`config.mk`:
```
export PLATFORM = sky130hd
export DESIGN_NAME = demultiplexor3_collect
export DESIGN_NICKNAME = d
export VERILOG_FILES = /design/src/rtl/demultiplexor3_collect.sv
export SDC_FILE = /design/constraint.sdc
export NUM_CORES = 1
export LEC_CHECK = 0
export ABC_CLOCK_PERIOD_IN_PS = 4400
export CAP_MARGIN = 20
export CORE_AREA = 2 2 51 53
export CTS_BUF_LIST = sky130_fd_sc_hd__clkbuf_8
export CTS_CLUSTER_SIZE = 28
export DETAILED_ROUTE_END_ITERATION = 10
export DIE_AREA = 0 0 53 55
export GPL_TIMING_DRIVEN = 0
export PLACE_DENSITY_LB_ADDON = 0.3
export SETUP_SLACK_MARGIN = 0.05
export SYNTH_ARGS = -nofsm -noshare
export SYNTH_HDL_FRONTEND = slang
export SYNTH_SLANG_ARGS = --single-unit
```
`constraint.sdc`:
```
create_clock -name clk -period 4.4 [get_ports clk]
set_input_delay 0.44 -clock clk [delete_from_list [all_inputs] [get_ports clk]]
set_output_delay 0.44 -clock clk [all_outputs]
set_load 0.05 [all_outputs]
```
`src/rtl/demultiplexor3_collect.sv`:
```
// Serial-to-parallel collector: routes single bits into 8 positions, either addressed by sel or
// by an internal pointer, and presents the word once every position has been written.
module demultiplexor3_collect #(
  parameter bit CLEAR_ON_POP = 1'b1
) (
  input  logic       clk,
  input  logic       rst_n,
  input  logic       in,
  input  logic [2:0] sel,
  input  logic       mode,
  input  logic       in_valid,
  output logic       in_ready,
  input  logic       clear,
  output logic [7:0] out,
  output logic       out_valid,
  input  logic       out_ready,
  output logic [3:0] count
);

  typedef enum logic {StFill, StHold} state_e;

  state_e     state;
  logic [7:0] data;
  logic [7:0] mask;
  logic [2:0] ptr;

  logic [2:0] pos;
  logic [7:0] pos_oh;
  logic       accept;

  assign pos    = mode ? ptr : sel;
  assign pos_oh = 8'b1 << pos;
  assign accept = in_valid && in_ready && !clear;

  always_ff @(posedge clk) begin
    if (!rst_n) begin
      state <= StFill;
      data  <= 8'h00;
      mask  <= 8'h00;
      ptr   <= 3'd0;
    end else if (clear) begin
      // Abort wins over both an incoming beat and an output handoff.
      state <= StFill;
      mask  <= 8'h00;
      ptr   <= 3'd0;
      if (CLEAR_ON_POP) data <= 8'h00;
    end else begin
      unique case (state)
        StFill: begin
          if (accept) begin
            data[pos] <= in;
            mask      <= mask | pos_oh;
            if (mode) ptr <= ptr + 3'd1;
            if ((mask | pos_oh) == 8'hFF) state <= StHold;
          end
        end
        StHold: begin
          if (out_ready) begin
            state <= StFill;
            mask  <= 8'h00;
            ptr   <= 3'd0;
            if (CLEAR_ON_POP) data <= 8'h00;
          end
        end
        default: state <= StFill;
      endcase
    end
  end

  always_comb begin
    count = 4'd0;
    for (int i = 0; i < 8; i++) begin
      count = count + 4'(mask[i]);
    end
  end

  assign in_ready  = rst_n && (state == StFill);
  assign out_valid = (state == StHold);
  assign out       = data;

endmodule

```
# Word-level counts from Yosys, hierarchy flattened
# Index checks and enable logic that the tools add are counted.
[op_classes]
addsub = 8
n_mul = 0
div = 0
order_cmp = 2
n_eq_ne = 4
shifts = 1
mux = 17
bitwise = 3
n_reduce_logical = 8
[ops]
columns = ["cell", "n"]
rows = [
  ["$pmux 8 s2", 2],
  ["$mux 8", 3],
  ["$add 4x1->4", 4],
  ["$mux 3", 4],
  ["$bwmux 8", 1],
  ["$eq 8x8->1 const B", 1],
  ["$or 8x8->8", 1],
  ["$shl 1x3->8 const A", 1],
  ["$ne 2x2->1 const B", 3],
  ["$pmux 3 s2", 1],
  ["$add 3x1->4", 1],
  ["$logic_and 1x1->1", 4],
  ["$lt 3x4->1 const B", 1],
  ["$mux 1", 4],
  ["$add 2x1->3", 1],
  ["$add 3x1->3 const B", 1],
  ["$demux 1 s3", 1],
  ["$ge 3x1->1 const B", 1],
  ["$reduce_and 3->1", 1],
  ["$add 1x1->2", 1],
  ["$not 1->1", 2],
  ["$pmux 1 s2", 1],
  ["$reduce_and 2->1", 1],
  ["$reduce_or 2->1", 1],
  ["$logic_not 1->1", 1],
]
[word_totals]
reg_bits = 20
latchBits = 0
ram_bits = 0
rom_bits = 0
inputBits = 10
output_inout_bits = 14
memories = 0

# Logic depth before layout (Yosys ltp)
[depth]
depth_word = 8
mapped_depth = 9
depth_no_buf = 9

# Worst setup path before layout
# OpenSTA, ideal clock, no wires.
[synth_path]
kind = "register to output"
startpoint = "register mask[0]"
endpoint = "output port count[2]"
arrival_time_ns = 3.239
t_required_ns = 3.960
path_slack_ns = 0.721
stages_incl_launch_ff = 10
path_cell_list = "dfxtp_1 fa_1 inv_1 fa_1 fa_1 inv_1 ha_1 inv_1 fa_1 xnor2_1"
[synth_between]
elab_chain_cells = 7
[synth_rtl]
columns = ["item", "line", "source"]
rows = [
  ["start, declared", "24", "logic [7:0] mask;"],
  ["start signal, assigned", "52", "mask <= mask | pos_oh;"],
  ["$add 1x1->2", "73", "count = count + 4'(mask[i]);"],
  ["$add 2x1->3", "73", ""],
  ["$add 3x1->4", "73", ""],
  ["$add 4x1->4 (4 in series)", "73", ""],
  ["end, declared", "17", "output logic [3:0] count"],
]
# Every way passes these cells.

# Worst setup path after layout
# Same ends and word-level chain as after synthesis.

==> impl_metrics.yaml <==
outcome:
  status: "complete, no violations"
detailed_routing:
  ant_nets: 0
  first_pass_iters: 4
  wire_per_inst_um: 15.25
  routed_wl_mm: 3.142
  vias_per_cell: 5.898
  vias: 1215
  drt-initial-drc-count: 31
  drc_errors: 0
setup_path:
  max_stage_delay_ns: 0.81
  critPathCaptureType: "output port"
  critical_path.cell_chain: "fa_1 > inv_1 > fa_1 > fa_1 > inv_1 > ha_1 > inv_1 > fa_1 > xnor2_1 > clkdlybuf4s50_1"
  crit_type: "flip-flop to output port"
  cp.arrival_ns: 3.73
  crit_top_cell: "fa_1"
  critPathSlowestCell: "clkdlybuf4s50_1"
  cp-startpoint: "mask[0]"
  r2r_start: "ptr[2]"
  critical_path.max_fanout: 5
  start_kind: "flip-flop"
  cp.required_ns: 3.96
timing:
  fin_crit_ns: 4.171
  fmax_ghz: 0.2398
  skew_ns: 0.002496
  setup_tns_ns: 0
  setup_viol: 0
  hold_violations: 0
  worst_pin_slew_ns: 0.7416
  slew_violations: 0
  hold-worst-slack_ns: 0.4823
  relSlewSlack: 0.5004
  rsz0062_at_grt: "false"
  period_share: 0.9479
final_layout:
  nets: 195
  multi_input_area_um2: 799.5
  drive_above_1_share: 0.1250
  syn2layout_area_growth_pct: 24.47
  regArea_um2: 400.4
  fill_cells: 194
  final_cell_mix: "clkdlybuf4s50_1, dfxtp_1, a21oi_1"
  finalInstanceArea_um2: 1623
  final_common_cell: "clkdlybuf4s50_1"
  diodes: 0
synthesis:
  synth_nets: 169
  syn-cell-area_um2: 1304
  syn_inst: 151
  ys_top_cells_by_area: "dfxtp_1, a21oi_1, fa_1"
  yosysTopAreaCell: "dfxtp_1"
  avgSynthCellArea_um2: 8.634
  ys_warn_count: 0
  seq_area_frac_synth: 0.3071
  synth_top_area_share: 0.3071
  ys_seq_elements: 20
  synth_cell_type_count: 38
min_path:
  hold_path_startpoint: "mask[4]"
  hold_path.class: "flip-flop to flip-flop"
place:
  place_area_um2: 1551
  port_buffers: 21
  routabilityCongestion: 0.8658
  hpwl_mm: 2.363
power_and_ir_drop:
  switchingPower_w: 0.00009584
  swShare: 0.2289
  p_clk_frac: 0.450
  power_density_nw_per_um2: 258.1
  p_leak_nw: 0.5743
  power_frac_comb: 0.115
  power.internal_w: 0.0003229
  total_power_w: 0.0004188
  ir_drop_uv: 240.8
  pwr-share-seq: 0.435
grt:
  overflow: 0
  antenna_found_initial: 0
  grt_max_degree: 13
  globalRouteTotalUtil: 0.2465
  grt_pass1_vias: 1088
  grt_first_pass_wirelength_mm: 5.133
floorplan:
  dieArea_um2: 2915
  die_x_um: 53
  start_util: 0.5513
  core.rowCount: 18
  fp.dieH_um: 55
  io_pins: 24
  core_um2: 2365
cts:
  cts-root-buf: "clkbuf_8"
  h-tree-depth: 1
  cts_resized: 0
  cts-buffers-inserted: 3
  cts_sinks: 20
  cts_hold_buf: 0
  clk_pin_slew_worst_paths_ns: 0.08
  clockBufferDepth: 2
  cts_setup_buffers: 0
  clk_latency_ns: 0.27
  cts_tree: "built"
job:
  max-cap-violations: 0
## worst max-delay path, delay by kind of cell (launching register included)
kind / cells / cell delay, ns
fa+ha+maj: 5 / 1.98
buf+inv: 4 / 0.98
xor+xnor: 1 / 0.14
flops: 1 / 0.37
## synth_stat cells
master	instances
dfxtp_1	20
a21oi_1	16
inv_1	13
nor2_1	13
nand2_1	10
nand3_1	9
a21bo_2	5
a31o_2	5
clkbuf_1	5
fa_1	4
ha_1	4
mux2i_1	4
nand3b_1	3
nand4_1	3
nand4bb_1	3
nor2b_1	3
nor4b_1	3
a211oi_1	2
a31oi_1	2
mux2_2	2
nand2b_1	2
nand4b_1	2
nor4bb_1	2
o21ai_0	2
a221oi_2	1
a311o_1	1
buf_2	1
buf_6	1
buf_8	1
clkbuf_2	1
nor4_1	1
o2111ai_1	1
o311ai_0	1
o31ai_1	1
o32ai_1	1
or3b_4	1
xnor2_1	1
xor2_1	1
## per-layer routing
metal	global-route usage	wire length, um
met3	0.05108	165
met1	0.3127	1429
met4	0.1368	99
met2	0.3938	1448
met5	0	0
## logic make-up (layout without fill, tap and decap cells)
logic type	count (synthesis)	after routing	synth area share
AO/OA/AOI/OAI	38	38	0.2073
XOR/XNOR	2	2	0.01344
adder cells (fa/ha/maj)	8	8	0.09981
buffers and inverters	22	47	0.07965
flip-flops	20	20	0.3071
multiplexers	6	6	0.04798
AND/OR/NAND/NOR	55	55	0.2447
## path summary, 6_finish.rpt
path,end,slack (ns),depth (start not counted)
worst max-delay path,count[2],0.23,10
worst min-delay path,mask[4],0.48,2
worst max register to register,out_valid,2.70,5
worst min register to register,mask[4],0.48,2
## final cells by class
cell class | instances | share of cell area
multi-input cells | 109 | 0.4927
flip-flops and latches | 20 | 0.2467
repair buffers | 21 | 0.1295
plain buffers | 9 | 0.03392
inverters | 13 | 0.03007
clock buffers | 3 | 0.02544
well taps | 30 | 0.02313
clock inverters | 1 | 0.01850
## power groups by stage
stage	clock network [W]	logic (W)	registers, W
after global routing	0.000196	0.0000520	0.000182
after floorplan	0	0.0000294	0.000187
after CTS	0.000189	0.0000476	0.000182
final	0.000188	0.0000481	0.000182
after detailed placement	0	0.0000472	0.000186
after global placement	0	0.0000467	0.000186
## stage by stage
step,util,instances,setup WS [ns]
4_1_cts,0.6862,206,0.2093
3_3_place_gp,0.6561,202,0.5334
6_report,0.6862,206,0.2292
3_5_place_dp,0.6561,202,0.5132
2_1_floorplan,-,151,0.7213
5_1_grt,0.6862,206,0.07529
## state kept, by name, indices dropped and copies added (netlist names)
| register | cells |
|---|---|
| ptr | 3 |
| out_valid | 1 |
| out | 8 |
| mask | 8 |
Note: power is estimated with default switching activity, not from simulation.
